File: config.mk
export PLATFORM = sky130hd
export DESIGN_NAME = draw_arbiter
export DESIGN_NICKNAME = d
export VERILOG_FILES = /design/src/rtl/draw_pkg.sv /design/src/rtl/rr_arb2.sv /design/src/rtl/draw_arbiter.sv
export SDC_FILE = /design/constraint.sdc
export NUM_CORES = 1
export LEC_CHECK = 0
export CORE_MARGIN = 8
export CORE_UTILIZATION = 34
export CTS_CLUSTER_SIZE = 20
export DETAILED_ROUTE_END_ITERATION = 10
export HOLD_SLACK_MARGIN = 0.12
export REMOVE_ABC_BUFFERS = 1
export SKIP_CTS_REPAIR_TIMING = 1
export SLEW_MARGIN = 20
export SYNTH_ARGS = -nofsm -noshare
export SYNTH_HDL_FRONTEND = slang
export SYNTH_SLANG_ARGS = --single-unit
export TNS_END_PERCENT = 5
File: constraint.sdc
create_clock -name CLK -period 9.7 [get_ports CLK]
set_input_delay 1.94 -clock CLK [delete_from_list [all_inputs] [get_ports CLK]]
set_output_delay 1.94 -clock CLK [all_outputs]
set_load 0.03 [all_outputs]
File: src/rtl/draw_pkg.sv
// Shared types and constants for the two-player draw round controller.
package draw_pkg;

    typedef enum logic [1:0] {
        IDLE,
        DRAW,
        FILL,
        DONE
    } state_t;

    localparam int P1    = 0;
    localparam int P2    = 1;
    localparam int BCD_W = 4;

endpackage

File: src/rtl/rr_arb2.sv
// Two-requester round-robin arbiter; pointer flips only when both contend.
module rr_arb2
    import draw_pkg::*;
(
    input  logic       CLK,
    input  logic       RST,
    input  logic [1:0] req,
    output logic [1:0] gnt
);

    logic ptr;

    always_comb begin
        gnt = req;
        if (req == 2'b11) begin
            gnt = ptr ? 2'b10 : 2'b01;
        end
    end

    always_ff @(posedge CLK) begin
        if (RST) begin
            ptr <= 1'(P1);
        end else if (req == 2'b11) begin
            ptr <= ~ptr;
        end
    end

endmodule

File: src/rtl/draw_arbiter.sv
// Round controller: two players draw BCD digits from a shared decade counter.
// Optional DRAW_NO_LEAD_ZERO_EN refuses a zero as a player's first digit.
module draw_arbiter
    import draw_pkg::*;
#(
    parameter int DIGITS    = 2,
    parameter int TIMEOUT_S = 10
) (
    input  logic                  CLK,
    input  logic                  RST,
    input  logic                  START,
    input  logic                  EN1HZ,
    input  logic [3:0]            SEC,
    input  logic                  REQ_1P,
    input  logic                  REQ_2P,
    output logic [1:0]            GRANT,
    output logic [BCD_W*DIGITS-1:0] NUM_1P,
    output logic [BCD_W*DIGITS-1:0] NUM_2P,
    output logic                  BUSY,
    output logic                  ROUND_DONE,
    output logic                  TIMED_OUT,
    output logic [3:0]            SEC_LEFT
);

    localparam int          NW   = BCD_W * DIGITS;
    localparam logic [2:0]  FULL = 3'(DIGITS);

    state_t     state;
    logic [2:0] cnt1;
    logic [2:0] cnt2;
    logic [2:0] cnt1_n;
    logic [2:0] cnt2_n;
    logic [1:0] elig;
    logic [1:0] gnt;
    logic       drawing;
    logic       active;
    logic       lead_ok1;
    logic       lead_ok2;
    logic       all_done;

`ifdef DRAW_NO_LEAD_ZERO_EN
    assign lead_ok1 = !(cnt1 == 3'd0 && SEC == 4'd0);
    assign lead_ok2 = !(cnt2 == 3'd0 && SEC == 4'd0);
`else
    assign lead_ok1 = 1'b1;
    assign lead_ok2 = 1'b1;
`endif

    // In FILL every incomplete player requests automatically.
    always_comb begin
        drawing  = (state == DRAW);
        active   = drawing || (state == FILL);
        elig     = 2'b00;
        elig[P1] = active && (drawing ? REQ_1P : 1'b1)
                   && (cnt1 != FULL) && lead_ok1;
        elig[P2] = active && (drawing ? REQ_2P : 1'b1)
                   && (cnt2 != FULL) && lead_ok2;
        cnt1_n   = cnt1 + 3'(gnt[P1]);
        cnt2_n   = cnt2 + 3'(gnt[P2]);
        all_done = (cnt1_n == FULL) && (cnt2_n == FULL);
    end

    rr_arb2 u_arb (
        .CLK (CLK),
        .RST (RST),
        .req (elig),
        .gnt (gnt)
    );

    always_ff @(posedge CLK) begin
        if (RST) begin
            state      <= IDLE;
            cnt1       <= '0;
            cnt2       <= '0;
            GRANT      <= '0;
            NUM_1P     <= '0;
            NUM_2P     <= '0;
            BUSY       <= 1'b0;
            ROUND_DONE <= 1'b0;
            TIMED_OUT  <= 1'b0;
            SEC_LEFT   <= '0;
        end else begin
            GRANT      <= gnt;
            ROUND_DONE <= 1'b0;
            cnt1       <= cnt1_n;
            cnt2       <= cnt2_n;
            if (gnt[P1]) NUM_1P <= NW'({NUM_1P, SEC});
            if (gnt[P2]) NUM_2P <= NW'({NUM_2P, SEC});
            case (state)
                IDLE, DONE: begin
                    if (START) begin
                        state     <= DRAW;
                        BUSY      <= 1'b1;
                        cnt1      <= '0;
                        cnt2      <= '0;
                        NUM_1P    <= '0;
                        NUM_2P    <= '0;
                        TIMED_OUT <= 1'b0;
                        SEC_LEFT  <= 4'(TIMEOUT_S);
                    end
                end
                DRAW: begin
                    if (EN1HZ && SEC_LEFT != 4'd0) begin
                        SEC_LEFT <= SEC_LEFT - 4'd1;
                    end
                    if (all_done) begin
                        state      <= DONE;
                        BUSY       <= 1'b0;
                        ROUND_DONE <= 1'b1;
                        SEC_LEFT   <= '0;
                    end else if (EN1HZ && SEC_LEFT == 4'd1) begin
                        state     <= FILL;
                        BUSY      <= 1'b0;
                        TIMED_OUT <= 1'b1;
                        SEC_LEFT  <= '0;
                    end
                end
                FILL: begin
                    if (all_done) begin
                        state      <= DONE;
                        ROUND_DONE <= 1'b1;
                    end
                end
                default: state <= IDLE;
            endcase
        end
    end

endmodule

Yosys cells after proc, flatten, opt, wreduce, memory -nomap -nowiden
Cells that the tools add are included.
{"block": "totals", "ff_bits": 34, "elab_cells": 82}
{"block": "op_classes", "n_addsub": 3, "n_eq_ne": 15, "mux": 33, "bitwise": 2, "n_reduce_logical": 18}
{"op": "$mux W8", "n": 6}
{"op": "$mux W4", "n": 4}
{"op": "$mux W2", "n": 6}
{"op": "$mux W3", "n": 4}
{"op": "$mux W1", "n": 9}
{"op": "$reduce_and A3 Y1", "n": 3}
{"op": "$pmux W4 S2", "n": 1}
{"op": "$logic_and A1 B1 Y1", "n": 7}
{"op": "$add A3 B1 Y3", "n": 2}
{"op": "$eq A2 B2 Y1 const B", "n": 3}
{"op": "$eq A3 B2 Y1 const B", "n": 2}
{"op": "$ne A2 B2 Y1 const B", "n": 3}
{"op": "$ne A3 B2 Y1 const B", "n": 2}
{"op": "$pmux W2 S3", "n": 1}
{"op": "$reduce_or A2 Y1", "n": 3}
{"op": "$eq A4 B1 Y1 const B", "n": 1}
{"op": "$ne A4 B1 Y1 const B", "n": 1}
{"op": "$pmux W1 S2", "n": 2}
{"op": "$reduce_and A4 Y1", "n": 1}
{"op": "$reduce_bool A4 Y1", "n": 1}
{"op": "$sub A4 B1 Y4 const B", "n": 1}
{"op": "$ne A3 B1 Y1 const B", "n": 1}
{"op": "$eq A2 B1 Y1 const B", "n": 1}
{"op": "$logic_not A2 Y1", "n": 1}
{"op": "other kinds (4)", "n": 5}

Longest topological paths before layout
{"block": "depth", "depth_word": 11, "mapped_depth": 14}

By module
A second synthesis with hierarchy kept.
{"block": "unflattened", "hier_cells": 161, "area_unflattened_um2": 1586.5}
{"module": "draw_arbiter", "instances": 1, "cells_each": 154, "area_each_um2": 1521.5, "seq_area_each_um2": 660.6}
{"module": "rr_arb2", "instances": 1, "cells_each": 7, "area_each_um2": 65.1, "seq_area_each_um2": 20.0}

Worst setup path after synthesis
OpenSTA, ideal clock, no wires.
{"block": "synth_timing", "kind": "input to register", "from": "input REQ_1P", "to": "register SEC_LEFT[0]", "setup_time_ps": 74, "arrival_time_ps": 4231, "slack_ps": 5395, "stages": 11, "path_cell_list": "nand2_1 > a221oi_2 > buf_4 > nor2_1 > ha_1 > ha_1 > and4bb_2 > and3_1 > buf_2 > or4_1 > a31oi_1"}
{"block": "synth_via", "elab_chain_cells": 10, "elab_cells_between_ends": 14}
{"item": "start: declaration", "line_no": "draw_arbiter.sv:14", "rtl": "input logic REQ_1P,"}
{"item": "$mux W1 *", "line_no": "draw_arbiter.sv:54", "rtl": "elig[P1] = active && (drawing ? REQ_1P : 1'b1)"}
{"item": "$logic_and A1 B1 Y1 *", "line_no": "draw_arbiter.sv:54"}
{"item": "$logic_and A1 B1 Y1 *", "line_no": "draw_arbiter.sv:55", "rtl": "&& (cnt1 != FULL) && lead_ok1;"}
{"item": "$eq A2 B2 Y1 *", "line_no": "rr_arb2.sv:15", "rtl": "if (req == 2'b11) begin"}
{"item": "$mux W2 *", "line_no": "rr_arb2.sv:15"}
{"item": "net gnt[1]", "line_no": "draw_arbiter.sv:34", "rtl": "logic [1:0] gnt;"}
{"item": "$add A3 B1 Y3 *", "line_no": "draw_arbiter.sv:59", "rtl": "cnt2_n = cnt2 + 3'(gnt[P2]);"}
{"item": "$eq A3 B2 Y1 *", "line_no": "draw_arbiter.sv:60", "rtl": "all_done = (cnt1_n == FULL) && (cnt2_n == FULL);"}
{"item": "$logic_and A1 B1 Y1 *", "line_no": "draw_arbiter.sv:60"}
{"item": "$ne A4 B1 Y1 (no source line) / $mux W4 (equally long branches)"}
{"item": "$reduce_and A3 Y1 (no source line) / $pmux W4 S2 (equally long branches)"}
{"item": "end signal: assignment", "line_no": "draw_arbiter.sv:99", "rtl": "SEC_LEFT <= 4'(TIMEOUT_S);"}
{"item": "end signal: assignment", "line_no": "draw_arbiter.sv:104", "rtl": "SEC_LEFT <= SEC_LEFT - 4'd1;"}
{"item": "end: declaration", "line_no": "draw_arbiter.sv:22", "rtl": "output logic [3:0] SEC_LEFT"}
Mark *: on every way through the listed nets, which the timed path passes. The rest lies on a longest branch.
A chain may end at the register's enable or synchronous reset.

Worst setup path after layout
Same ends and word-level chain as after synthesis.

==> results.yml <==
floorplan:
  die_y_um: 84.7
  die_w_um: 84.7
  coreArea_um2: 4630
  io_pins: 35
  rows: 25
  die-area_um2: 7180
  start_util: 0.347
global_route:
  grt_overflow_total: 0
  antenna_found_initial: 0
  grt_pass1_vias: 1320
  grt_pass1_wl_um: 6620
  grt_max_degree: 19
  grt.total_usage: 0.113
timing:
  setup_viol: 0
  min_period_ns: 4.88
  finalHoldViolations: 0
  rsz0062_at_grt: "no"
  max_freq_mhz: 205
  fin_crit_sh: 0.503
  slew_violations: 0
  worst_slew_pin_slew_ns: 0.998
  setup_tns_ns: 0
  relSlewSlack: 0.335
  worst_slack_ns: 4.82
  fin_skew_ns: 0.00907
worst_setup_path:
  timing.rr.start: "state[1]"
  worstSetupEndpointType: "register"
  cp_max_fo: 18
  path_common_cell: "ha_1"
  worst_path_max_delay_cell: "a221oi_2"
  reg2regPathDepth: 11
  endpoint: "SEC_LEFT[0]"
  worst-endpoint-required_ns: 9.92
  crit_arrival_ns: 5.09
  cpPeakStageDelay_ns: 0.86
  crit_start: "REQ_1P"
  regToRegSetupSlack_ns: 6.14
  timing.rr.end: "SEC_LEFT[0]"
  crit_family: "simple AND/OR/NAND/NOR gates"
  crit_chain: "clkdlybuf4s50_1 -> nand2_1 -> a221oi_2 -> nor2_1 -> ha_1 -> ha_1 -> and4bb_2 -> and3_1 -> or4_1 -> a31oi_1"
  crit_cells: 10
  critPathBufInv: 1
  path_class: "input pin to register"
  critPathLaunchType: "input pin"
synthesis:
  synth_area_per_cell_um2: 8.77
  ys_warn_count: 0
  synth_area_um2: 1610
  synthCells: 183
  synth_top_cell_by_area: "dfxtp_1"
  synth_top_area_share: 0.424
  synth.area.top_cells: "dfxtp_1 (42%), a21oi_1 (7.2%), ha_1 (6.2%)"
  synth_cell_types: 38
  synth_seq_cells: 34
  yosysSeqAreaShare: 0.424
clock_tree:
  cts_tree: "yes"
  cts_root_buffer: "clkbuf_8"
  clk_latency_ns: 0.29
  numCtsBuffers: 5
  ctsHtreeMaxLevel: 2
  clkSlewWorstSetupHoldPaths_ns: 0.07
  cts_buffer_depth: 2
  clkSinkCount: 34
drt:
  ant_nets: 0
  wl_per_cell_um: 14.5
  vias_per_cell: 5.35
  dr.pass1.iters: 5
  drt-total-wl_um: 3890
  drt_iter0_markers: 125
  vias: 1439
  drc_errors: 0
status:
  status: "finished clean"
finish:
  diodes: 0
  design_area_um2: 2090
  fillers: 450
  drive_gt1_frac: 0.0512
  final_nets: 233
  multi_input_area_um2: 858
  ff_latch_area_um2: 681
  final_cells: 269
  area_growth_pct: 29.9
  postLayoutCoreUtil: 0.451
worst_hold_path:
  hp-class: "register to register"
  hold_start: "NUM_1P[5]"
place:
  gp_congestion: 0.815
  hpwl_um: 2820
  dp.cells: 262
  io_buffers: 34
  place_area_um2: 1970
  dp_slack_ns: 4.51
pwr:
  power.density_nw_per_um2: 283
  leakagePower_uw: 0.000754
  ir_drop_mv: 0.0812
run:
  cap_violations: 0
[final cells by class]
cell class,instances,area share
sequential,34,0.326
timing repair buffer,34,0.163
inverter,7,0.0126
clock inverter,1,0.0144
tap,54,0.0324
clock buffer,6,0.0396
multi-input combinational,133,0.412
[per-stage QoR]
stage	hold WS (ns)	total power [uW]
global placement	0.472	461
CTS	0.483	595
detailed placement	0.473	460
global route	0.512	633
floorplan	0.488	377
finish	0.482	591
[Yosys cell counts]
library cell   n
a211o_1        1
a21oi_1       23
a221oi_2       1
a22o_1         2
a22oi_1        1
a31oi_1        3
and2_1         5
and2_4         1
and3_1         3
and4bb_1       1
and4bb_2       1
buf_2          2
buf_4          1
clkbuf_1       6
dfxtp_1       34
ha_1           8
inv_1          7
mux2_2         1
mux2i_1        1
nand2_1        9
nand2b_1       2
nand3_1       13
nand3b_1       8
nand4_1        4
nor2_1         7
nor2b_1        1
nor3_1         6
nor4b_1        1
o211ai_1       1
o21a_1         1
o21ai_1       17
o21ba_1        1
o221a_1        3
o311a_1        1
or3_1          1
or3b_1         2
or4_1          1
xnor2_1        2
[registers in the layout, indices dropped and copies added, names as in the netlist, 2 cells and up]
signal and count:
cnt1 3, state 2, NUM_2P 8, SEC_LEFT 4
NUM_1P 8, GRANT 2, cnt2 3
[power by group]
part | total [uW] | internal, uW | switching (uW)
Clock | 133 | 82.2 | 50.7
Combinational | 273 | 110 | 163
Sequential | 185 | 166 | 19.3
Total | 591 | 358 | 233
[how the worst min path moves through the flow]
stage	depth (start not counted)	end
CTS	2	NUM_1P[5]
global placement	2	NUM_1P[6]
floorplan	2	u_arb.ptr
global route	2	NUM_1P[6]
finish	2	NUM_1P[5]
detailed placement	2	NUM_1P[5]
[worst min-delay path: stages, from the launching register on]
cell and delay [ns]:
dfxtp_1 0.31, o21ai_1 0.06, a21oi_1 0.06
[layout by cell type (no fill, tap or decap), types with 4 or more instances in the layout]
cell / instances
o21ai_1: 17
ha_1: 8
dfxtp_1: 34
a21oi_1: 23
inv_1: 7
nor3_1: 6
nand2_1: 9
and2_1: 5
nand3_1: 13
nor2_1: 7
clkdlybuf4s50_1: 34
clkbuf_8: 6
nand4_1: 4
nand3b_1: 8
[routing by layer]
metal | track usage | vias to the layer above | part of all wire
met5 | 0 | - | 0
met4 | 0.0437 | 0 | 0.015
met3 | 0.0380 | 5 | 0.040
met2 | 0.167 | 23 | 0.45
met1 | 0.148 | 674 | 0.49
li1 | - | 737 | -
[cells by family after synthesis]
| logic type | after synthesis | share of synthesized area |
|---|---|---|
| simple gates | 66 | 0.239 |
| compound gates | 55 | 0.210 |
| flops | 34 | 0.424 |
| buf+inv | 16 | 0.0413 |
| fa+ha+maj | 8 | 0.0624 |
| xor+xnor | 2 | 0.0109 |
| mux | 2 | 0.0132 |
No activity file was read; power rests on OpenSTA's default activity.
